File: config.mk
export PLATFORM = sky130hd
export DESIGN_NAME = hs_rx_fifo
export DESIGN_NICKNAME = d
export VERILOG_FILES = /design/src/rtl/hs_pkg.sv /design/src/rtl/hs_rx_fifo_mem.sv /design/src/rtl/hs_rx_fifo.sv
export SDC_FILE = /design/constraint.sdc
export NUM_CORES = 1
export LEC_CHECK = 0
export BUFFER_PORTS_ARGS = -buffer_cell sky130_fd_sc_hd__buf_4
export CORE_MARGIN = 1.5
export CORE_UTILIZATION = 54
export CTS_CLUSTER_DIAMETER = 40
export DETAILED_ROUTE_END_ITERATION = 16
export GPL_TIMING_DRIVEN = 0
export MAX_ROUTING_LAYER = met4
export PLACE_DENSITY = 0.75
export SLEW_MARGIN = 20
export SYNTH_ARGS = -nofsm -noshare
export SYNTH_HDL_FRONTEND = slang
export SYNTH_HIERARCHICAL = 1
export SYNTH_SLANG_ARGS = --single-unit
File: constraint.sdc
create_clock -name clk -period 6 [get_ports clk]
set_clock_uncertainty 0.15 [all_clocks]
set_input_delay 0.3 -clock clk [delete_from_list [all_inputs] [get_ports clk]]
set_output_delay 0.3 -clock clk [all_outputs]
set_load 0.01 [all_outputs]
File: src/rtl/hs_pkg.sv
// Shared definitions for the handshake synchronizer and its receive FIFO.
package hs_pkg;

    localparam int unsigned DEF_WIDTH = 32;

    typedef logic [31:0] word_cnt_t;
    typedef logic [15:0] drop_cnt_t;

    function automatic int unsigned clog2(input int unsigned value);
        int unsigned result;
        result = 0;
        while ((32'd1 << result) < value) begin
            result = result + 1;
        end
        return result;
    endfunction

endpackage

File: src/rtl/hs_rx_fifo_mem.sv
// DEPTH x WIDTH register array: one synchronous write port, one combinational read port.
module hs_rx_fifo_mem #(
    parameter int unsigned WIDTH = 32,
    parameter int unsigned DEPTH = 4,
    parameter int unsigned AW    = 2
) (
    input  logic             clk,
    input  logic             rst_n,
    input  logic             we,
    input  logic [AW-1:0]    waddr,
    input  logic [WIDTH-1:0] wdata,
    input  logic [AW-1:0]    raddr,
    output logic [WIDTH-1:0] rdata
);

    logic [WIDTH-1:0] mem_q [DEPTH];

    always_ff @(posedge clk) begin
        if (!rst_n) begin
            for (int i = 0; i < DEPTH; i++) begin
                mem_q[i] <= '0;
            end
        end else if (we) begin
            mem_q[waddr] <= wdata;
        end
    end

    assign rdata = mem_q[raddr];

endmodule

File: src/rtl/hs_rx_fifo.sv
// Receive FIFO behind the handshake synchronizer with dbusy backpressure.
// Define HS_RX_FIFO_STATS_EN to add the rx_words/drop_words statistics outputs.
module hs_rx_fifo
    import hs_pkg::*;
#(
    parameter int unsigned WIDTH      = DEF_WIDTH,
    parameter int unsigned DEPTH      = 4,
    parameter int unsigned AW         = clog2(DEPTH),
    parameter int unsigned BUSY_LEVEL = DEPTH
) (
    input  logic             clk,
    input  logic             rst_n,
    input  logic             dvalid,
    input  logic [WIDTH-1:0] din,
    output logic             dbusy,
    input  logic             flush,
    output logic             m_valid,
    input  logic             m_ready,
    output logic [WIDTH-1:0] m_data,
    output logic [AW:0]      count,
    output logic             overflow
`ifdef HS_RX_FIFO_STATS_EN
    ,
    output logic [31:0]      rx_words,
    output logic [15:0]      drop_words
`endif
);

    logic [AW-1:0] wr_ptr_q, wr_ptr_d;
    logic [AW-1:0] rd_ptr_q, rd_ptr_d;
    logic [AW:0]   count_q, count_d;
    logic          overflow_q, overflow_d;
    logic          full, rd_en, wr_en, drop;

    assign full  = (count_q == (AW+1)'(DEPTH));
    assign rd_en = m_valid && m_ready;
    // A full FIFO still accepts a word when the head leaves in the same cycle.
    assign wr_en = dvalid && (!full || rd_en) && !flush;
    assign drop  = dvalid && full && !rd_en && !flush;

    always_comb begin
        wr_ptr_d   = wr_ptr_q;
        rd_ptr_d   = rd_ptr_q;
        count_d    = count_q;
        overflow_d = overflow_q;
        if (flush) begin
            wr_ptr_d   = '0;
            rd_ptr_d   = '0;
            count_d    = '0;
            overflow_d = 1'b0;
        end else begin
            if (wr_en) begin
                wr_ptr_d = wr_ptr_q + AW'(1);
            end
            if (rd_en) begin
                rd_ptr_d = rd_ptr_q + AW'(1);
            end
            if (wr_en && !rd_en) begin
                count_d = count_q + (AW+1)'(1);
            end else if (rd_en && !wr_en) begin
                count_d = count_q - (AW+1)'(1);
            end
            if (drop) begin
                overflow_d = 1'b1;
            end
        end
    end

    always_ff @(posedge clk) begin
        if (!rst_n) begin
            wr_ptr_q   <= '0;
            rd_ptr_q   <= '0;
            count_q    <= '0;
            overflow_q <= 1'b0;
        end else begin
            wr_ptr_q   <= wr_ptr_d;
            rd_ptr_q   <= rd_ptr_d;
            count_q    <= count_d;
            overflow_q <= overflow_d;
        end
    end

    hs_rx_fifo_mem #(
        .WIDTH (WIDTH),
        .DEPTH (DEPTH),
        .AW    (AW)
    ) u_mem (
        .clk   (clk),
        .rst_n (rst_n),
        .we    (wr_en),
        .waddr (wr_ptr_q),
        .wdata (din),
        .raddr (rd_ptr_q),
        .rdata (m_data)
    );

    assign m_valid  = (count_q != '0);
    assign dbusy    = (count_q >= (AW+1)'(BUSY_LEVEL));
    assign count    = count_q;
    assign overflow = overflow_q;

`ifdef HS_RX_FIFO_STATS_EN
    word_cnt_t rx_words_q;
    drop_cnt_t drop_words_q;

    always_ff @(posedge clk) begin
        if (!rst_n || flush) begin
            rx_words_q   <= '0;
            drop_words_q <= '0;
        end else begin
            if (wr_en && (rx_words_q != '1)) begin
                rx_words_q <= rx_words_q + 32'd1;
            end
            if (drop && (drop_words_q != '1)) begin
                drop_words_q <= drop_words_q + 16'd1;
            end
        end
    end

    assign rx_words   = rx_words_q;
    assign drop_words = drop_words_q;
`endif

endmodule

Word level (Yosys, flattened, before mapping)
Memories as Yosys holds them, arrays and structs flattened. A register that Yosys moved wholly into a read port is not among the register bits.
Cells that the tools add are included.
{"block": "op_classes", "add_sub_neg": 4, "mul": 0, "div_mod_pow": 0, "order_cmp": 1, "n_eq_ne": 1, "shift": 0, "n_mux": 11, "bitwise_logic": 1, "n_reduce_logical": 17}
{"cell": "$mux 32", "n": 1}
{"cell": "$reduce_or 32->1", "n": 1}
{"cell": "$logic_and 1x1->1", "n": 8}
{"cell": "$mux 2", "n": 3}
{"cell": "$mux 3", "n": 2}
{"cell": "$mux 1", "n": 5}
{"cell": "$add 2x1->2 const B", "n": 2}
{"cell": "$logic_not 1->1", "n": 4}
{"cell": "$add 3x1->3 const B", "n": 1}
{"cell": "$eq 3x3->1 const B", "n": 1}
{"cell": "$ge 3x3->1 const B", "n": 1}
{"cell": "$reduce_bool 3->1", "n": 1}
{"cell": "$sub 3x1->3 const B", "n": 1}
{"cell": "$reduce_bool 2->1", "n": 1}
{"cell": "$reduce_or 2->1", "n": 1}
{"cell": "$logic_or 1x1->1", "n": 1}
{"cell": "$not 1->1", "n": 1}
{"block": "totals", "reg_bits": 8, "latchBits": 0, "ram_bits": 128, "mem_bits_ro": 0, "output_inout_bits": 38, "word_cells": 40, "mem_count": 1}
{"name": "u_mem.mem_q", "depth": 4, "word_bits": 32, "read_ports": 1, "rd_clocked_by_memory_dff": 1, "wr": 4, "line_no": "hs_rx_fifo_mem.sv:16", "rtl": "logic [WIDTH-1:0] mem_q [DEPTH];"}

Depth between registers and ports, before layout
Gate-level depths: netlist of run 1.
{"block": "depth", "depth_word": 10, "mapped_depth": 8, "mapped_depth_nobuf": 8}

Cells and area by module
Netlist of run 1, hierarchy kept.
{"mod": "hs_rx_fifo_mem", "n_inst": 1, "cells_each": 323, "area_each_um2": 5609.1, "seq_area_each_um2": 3843.7}
{"mod": "hs_rx_fifo", "n_inst": 1, "cells_each": 43, "area_each_um2": 406.6, "seq_area_each_um2": 160.2}

Worst setup path before layout of run 1
OpenSTA, ideal clock, no wires.
{"block": "synth_timing", "path_kind": "register to register", "from": "register count_q[0], in the netlist count[0]", "to": "memory u_mem.mem_q[2][0] (enable)", "setup_time_ns": 0.466, "arrival_time_ns": 3.349, "t_required_ns": 5.384, "path_slack_ns": 2.036, "path_stages_with_launch": 6, "n_path_buf": 1, "cell_sequence": "dfxtp_1 > nor4b_4 > nor2_1 > buf_2 > nand2b_1 > o21ai_0"}
{"element": "start, declared", "line_no": "hs_rx_fifo.sv:31", "rtl": "logic [AW:0] count_q, count_d;"}
{"element": "start signal, assigned", "line_no": "hs_rx_fifo.sv:78", "rtl": "count_q <= count_d;"}
{"element": "end, declared", "line_no": "hs_rx_fifo_mem.sv:16"}

==> results.yml, run 1 <==
place:
  dp_hpwl_um: 7420
  globalplace.congestion: 0.748
  place_inst: 585
  io_buffer_count: 74
floorplan:
  placeableCoreArea_mm2: 0.0108
  top_level_ports: 75
  die_h_um: 109
  die_area_mm2: 0.0118
  die_w_um: 109
  start_util: 0.555
  rows: 38
critical_path:
  cp-end-kind: "flip-flop"
  cp.required_ns: 6.06
  r2r_setup_slack_ns: 3.24
  critPathLaunchType: "primary input"
  r2r_end: "u_mem/mem_q[1][19]$_SDFFCE_PN0P_"
  r2r_start: "count[0]$_SDFFE_PP0P_"
  crit_arrival_ns: 2.84
  critPathKind: "primary input to flip-flop"
  ff2ff_path_depth: 7
  worst-path-max-fanout: 20
timing:
  fmax_ghz: 0.360
  timing.slew.headroom: 0.517
  grt_setup_unrepaired: "no"
  slew_viol_final: 0
  fin_setup_tns_ns: 0
  fin_crit_sh: 0.463
  hold_violations: 0
  min_period_ns: 2.78
  worst_pin_slew_ns: 0.721
  setup_viol: 0
synth:
  synth_edf_count: 128
  synth_area_mm2: 0.00602
  synth_compound_area_frac: 0.0119
  seq_area_frac_synth: 0.666
  async_flop_share: 0
  synthDistinctLibCells: 34
  synthAdderAreaFrac: 0.00541
  synthMuxAreaShare: 0.123
  yosys.area_share.simple: 0.158
  syn_inst: 366
  synth_top_family_by_area: "simple AND/OR/NAND/NOR gates"
  avgSynthCellArea_um2: 16.4
  synthXorXnorAreaFrac: 0.00582
  ys_ff_latch: 136
  ys.flop_type: "edfxtp_1"
  syn_nets: 405
  yosysWarnings: 6
power_and_ir_drop:
  cellInternalPower_mw: 1.72
  p_sw_frac: 0.207
  p_seq_frac: 0.505
  p_switching_mw: 0.449
  ir_worst_vdd_mv: 0.201
  p_comb_frac: 0.093
  powerDensity_mw_per_mm2: 282
  p_clk_frac: 0.401
  power_leakage_nw: 3.08
clock_network:
  clkTransAtPathRegs_ns: 0.05
  cts_max_level: 4
  clock_sinks: 136
  clockRootBuffer: "clkbuf_8"
  clkLatencyLatePin_ns: 0.51
  cts_tree: "done"
  clockBufferDepth: 2
  cts_buffers: 17
grt:
  antenna_found_initial: 0
  grt_util_all_layers: 0.235
  grt_pass1_vias: 3809
  globalRouteOverflowTotal: 0
  grt_start_max_net_pins: 23
  grt_pass1_wl_um: 19200
finish:
  seq_area_mm2: 0.00400
  final_cell_mix: "edfxtp_1, and2_1, buf_4, dlygate4sd3_1, and3_1"
  drive_gt1_frac: 0.304
  area_growth_syn_to_layout_pct: 28.1
  final_nets: 537
  multi_input_area_mm2: 0.00185
  final_common_cell: "edfxtp_1"
  final_cells: 646
  diodes: 0
  fill_cells: 718
worst_hold_path:
  hp-start: "m_ready"
  hold_depth: 4
  min_to: "rd_ptr_q[0]$_SDFFE_PP0P_"
  hold_class: "primary input to flip-flop"
job:
  cap_violations: 0
routing:
  drt_iter0_markers: 227
  drtPass1Iterations: 4
  routed_via_density: 5.42
  postRouteAntennaNets: 0
  vias: 3499
  wl_per_cell_um: 19.0
  finalWirelength_um: 12300
  drc_errors: 0
run_status:
  outcome: "complete, no violations"
state kept, by name (all words and copies together), names as in the netlist:
| signal | flops |
|---|---|
| wr_ptr_q | 2 |
| u_mem/mem_q | 128 |
| overflow | 1 |
| rd_ptr_q | 2 |
| count | 3 |
power by group through the flow:
stage          Combinational (mW)  Sequential (mW)  Clock (mW)
2_1_floorplan              0.0922             1.11           0
3_3_place_gp                0.172             1.12           0
3_5_place_dp                0.186             1.12           0
4_1_cts                     0.204             1.10       0.885
5_1_grt                     0.218             1.10       0.925
6_report                    0.203             1.10       0.871
synthesized netlist by cell type (3+ instances only):
cell type    n  area share
xor2_1       4      0.0058
buf_12       3       0.010
or3_1        3      0.0031
o21ai_0      4      0.0033
mux4_2      30        0.11
and3_1      32       0.033
edfxtp_1   128        0.64
and2_1      96        0.10
nor2_1       7      0.0044
clkbuf_1     8      0.0050
inv_1        4      0.0025
buf_2        5      0.0042
clkbuf_2     9      0.0075
dfxtp_1      8       0.027
area by class of cell:
type	instances	share of cell area
flip-flops and latches	136	0.520
multi-input cells	200	0.241
repair buffers	113	0.130
clock buffers	20	0.0552
well taps	140	0.0227
plain buffers	26	0.0223
clock inverters	7	0.00763
inverters	4	0.00195
worst max-delay path, cell delays in order:
cell	delay (ns)
dlygate4sd3_1	0.52
buf_4	0.10
or2b_1	0.25
nor2_1	0.22
buf_2	0.26
clkbuf_1	0.41
nand3b_1	0.15
nand2_2	0.37
buf_16	0.24
cell families (layout without fill, tap and decap cells):
group,Yosys count,count (layout)
buffers and inverters,30,170
multiplexers,33,33
adder cells (fa/ha/maj),2,2
AND/OR/NAND/NOR,150,150
XOR/XNOR,4,4
AO/OA/AOI/OAI,11,11
flip-flops,136,136
worst max path at each step:
stage	start	endpoint	slack [ns]	cells past startpoint
3_5_place_dp	flush	u_mem/mem_q[1][16]$_SDFFCE_PN0P_	3.23	8
2_1_floorplan	count[0]$_SDFFE_PP0P_	u_mem/mem_q[2][0]$_SDFFCE_PN0P_	2.04	5
5_1_grt	count[0]$_SDFFE_PP0P_	u_mem/mem_q[1][19]$_SDFFCE_PN0P_	3.06	7
3_3_place_gp	flush	u_mem/mem_q[2][16]$_SDFFCE_PN0P_	0.11	6
6_report	dvalid	u_mem/mem_q[1][19]$_SDFFCE_PN0P_	3.22	9
4_1_cts	count[0]$_SDFFE_PP0P_	u_mem/mem_q[1][19]$_SDFFCE_PN0P_	3.24	7
timing repair:
item / CTS / global route
buffers inserted: 0 / 0
endpoints found under the hold margin: 129 / 0
gates resized for setup: 0 / 0
hold buffers: 34 / 0
stage by stage:
step | setup slack, ns | area (um2) | hold slack, ns | power [mW] | utilization
final | 3.22 | 7700 | 0.0575 | 2.17 | 0.711
after global routing | 3.06 | 7700 | 0.0787 | 2.24 | 0.711
after CTS | 3.24 | 7700 | 0.0334 | 2.19 | 0.711
after detailed placement | 3.23 | 6880 | 0.312 | 1.30 | 0.635
after global placement | 0.115 | 6750 | 0.313 | 1.29 | 0.622
after floorplan | 2.04 | 6020 | 0.312 | 1.21 | -
routing by layer:
metal / vias to the layer above / share of wire / track usage
li1: 1643 / - / -
met1: 1742 / 0.39 / 0.276
met2: 102 / 0.54 / 0.401
met3: 12 / 0.060 / 0.0512
met4: 0 / 0.0089 / 0.0808
met5: - / 0 / -
Note: power is estimated with default switching activity, not from simulation.
==> inputs of run 2 (changes only) <==
==> constraint.sdc (replaced) <==
create_clock -name clk -period 2.8 [get_ports clk]
set_clock_uncertainty 0.15 [all_clocks]
set_input_delay 0.14 -clock clk [delete_from_list [all_inputs] [get_ports clk]]
set_output_delay 0.14 -clock clk [all_outputs]
set_load 0.01 [all_outputs]
==> results.yml, run 2 (same netlist as run 1, synthesis figures left out) <==
run_status:
  outcome: "complete, no violations"
floorplan:
  die_area_mm2: 0.0118
  die_h_um: 109
  top_level_ports: 75
  rows: 38
  placeableCoreArea_mm2: 0.0108
  start_util: 0.555
  die_w_um: 109
finish:
  final_cell_mix: "edfxtp_1, and2_1, buf_4, dlygate4sd3_1, and3_1"
  fin_area_mm2: 0.00785
  final_nets: 545
  largest_register_ffs: 128
  fill_cells: 697
  top_register: "u_mem/mem_q"
  diodes: 0
  area_growth_syn_to_layout_pct: 30.5
  drive_gt1_frac: 0.321
  final_common_cell: "edfxtp_1"
critical_path:
  cp_slowest_stage_delay_ns: 0.51
  critPathKind: "flip-flop to flip-flop"
  crit_arrival_ns: 2.63
  critPathLaunchType: "flip-flop"
  critPathBufInv: 3
  cp-end-kind: "flip-flop"
  worst-path-max-fanout: 22
  crit_path_cell_trace: "nor4b_4 > nor2_1 > buf_2 > clkbuf_2 > nand3_1 > nand2_2 > buf_12"
  cp_top_family: "simple AND/OR/NAND/NOR gates"
  slowest_stage: "dfxtp_1"
  cp.required_ns: 2.86
clock_network:
  clkLatencyLatePin_ns: 0.51
  clockBufferDepth: 2
  cts_max_level: 4
  clkTransAtPathRegs_ns: 0.06
  cts_buffers: 17
  cts_tree: "done"
  clockRootBuffer: "clkbuf_8"
  clock_sinks: 136
job:
  cap_violations: 0
grt:
  grt_pass1_wl_um: 19000
  grt_pass1_vias: 3691
  grt_util_all_layers: 0.236
  grt_start_max_net_pins: 23
  antenna_found_initial: 0
  globalRouteOverflowTotal: 0
place:
  io_buffer_count: 74
  globalplace.congestion: 0.723
  dp_hpwl_um: 7500
  place_area_mm2: 0.00688
  place_ws_ns: -0.0297
worst_hold_path:
  hold_class: "primary input to flip-flop"
routing:
  wl_per_cell_um: 18.6
  postRouteAntennaNets: 0
  drc_errors: 0
  routed_via_density: 5.33
  vias: 3499
  drt_iter0_markers: 253
  finalWirelength_um: 12300
  drtPass1Iterations: 5
timing:
  grt_setup_unrepaired: "no"
  min_period_ns: 2.57
  worst_slack_ns: 0.231
  timing.slew.headroom: 0.552
  setup_viol: 0
  fmax_ghz: 0.389
  hold_ws_ns: 0.318
  fin_setup_tns_ns: 0
  slew_viol_final: 0
  worst_pin_slew_ns: 0.672
  fin_crit_sh: 0.918
  hold_violations: 0
power_and_ir_drop:
  powerDensity_mw_per_mm2: 621
  ir_worst_vdd_mv: 0.487
  power_leakage_nw: 3.17
  power_mw: 4.87
-- run 2: worst min-delay path, stage by stage --
cell and delay, ns:
dlygate4sd3_1 0.53, buf_4 0.11, and2_1 0.10
-- run 2: area by class of cell --
cell class / count / area [um2] / area share
Tap cell: 140 / 175 / 0.0223
Timing Repair Buffer: 121 / 1080 / 0.137
Inverter: 4 / 15.0 / 0.00191
Sequential cell: 136 / 4000 / 0.510
Multi-Input combinational cell: 200 / 1860 / 0.237
Clock buffer: 17 / 414 / 0.0527
Clock inverter: 13 / 138 / 0.0175
Buffer: 26 / 173 / 0.0220
-- run 2: final timing paths --
path,end,slack (ns),startpoint,cells after the start
worst min register to register,count[2]$_SDFFE_PP0P_,0.41,count[2]$_SDFFE_PP0P_,2
worst max-delay path,u_mem/mem_q[3][30]$_DFFE_PP_,0.23,count[0]$_SDFFE_PP0P_,7
worst min-delay path,u_mem/mem_q[1][9]$_SDFFCE_PN0P_,0.32,din[9],3
worst max register to register,u_mem/mem_q[3][30]$_DFFE_PP_,0.23,count[0]$_SDFFE_PP0P_,7
-- run 2: what timing repair did --
item,4_1_cts,5_1_grt
hold endpoints to repair,136,0
pin swaps,0,1
hold buffers,38,0
setup endpoints to repair,39,15
buffers inserted,0,5
resized for setup,2,0
-- run 2: stage by stage --
step / utilization / std cells
2_1_floorplan: - / 366
3_3_place_gp: 0.622 / 580
3_5_place_dp: 0.634 / 584
4_1_cts: 0.721 / 652
5_1_grt: 0.724 / 657
6_report: 0.724 / 657
-- run 2: routing by layer --
layer | global-route usage | share of wire
met1 | 0.273 | 0.40
met2 | 0.404 | 0.55
met3 | 0.0585 | 0.045
met4 | 0.0789 | 0.0087
met5 | - | 0
-- run 2: power breakdown --
part,total [mW],internal [mW],switching (mW)
Clock,2.08,1.32,0.758
Combinational,0.445,0.240,0.205
Sequential,2.35,2.32,0.0303
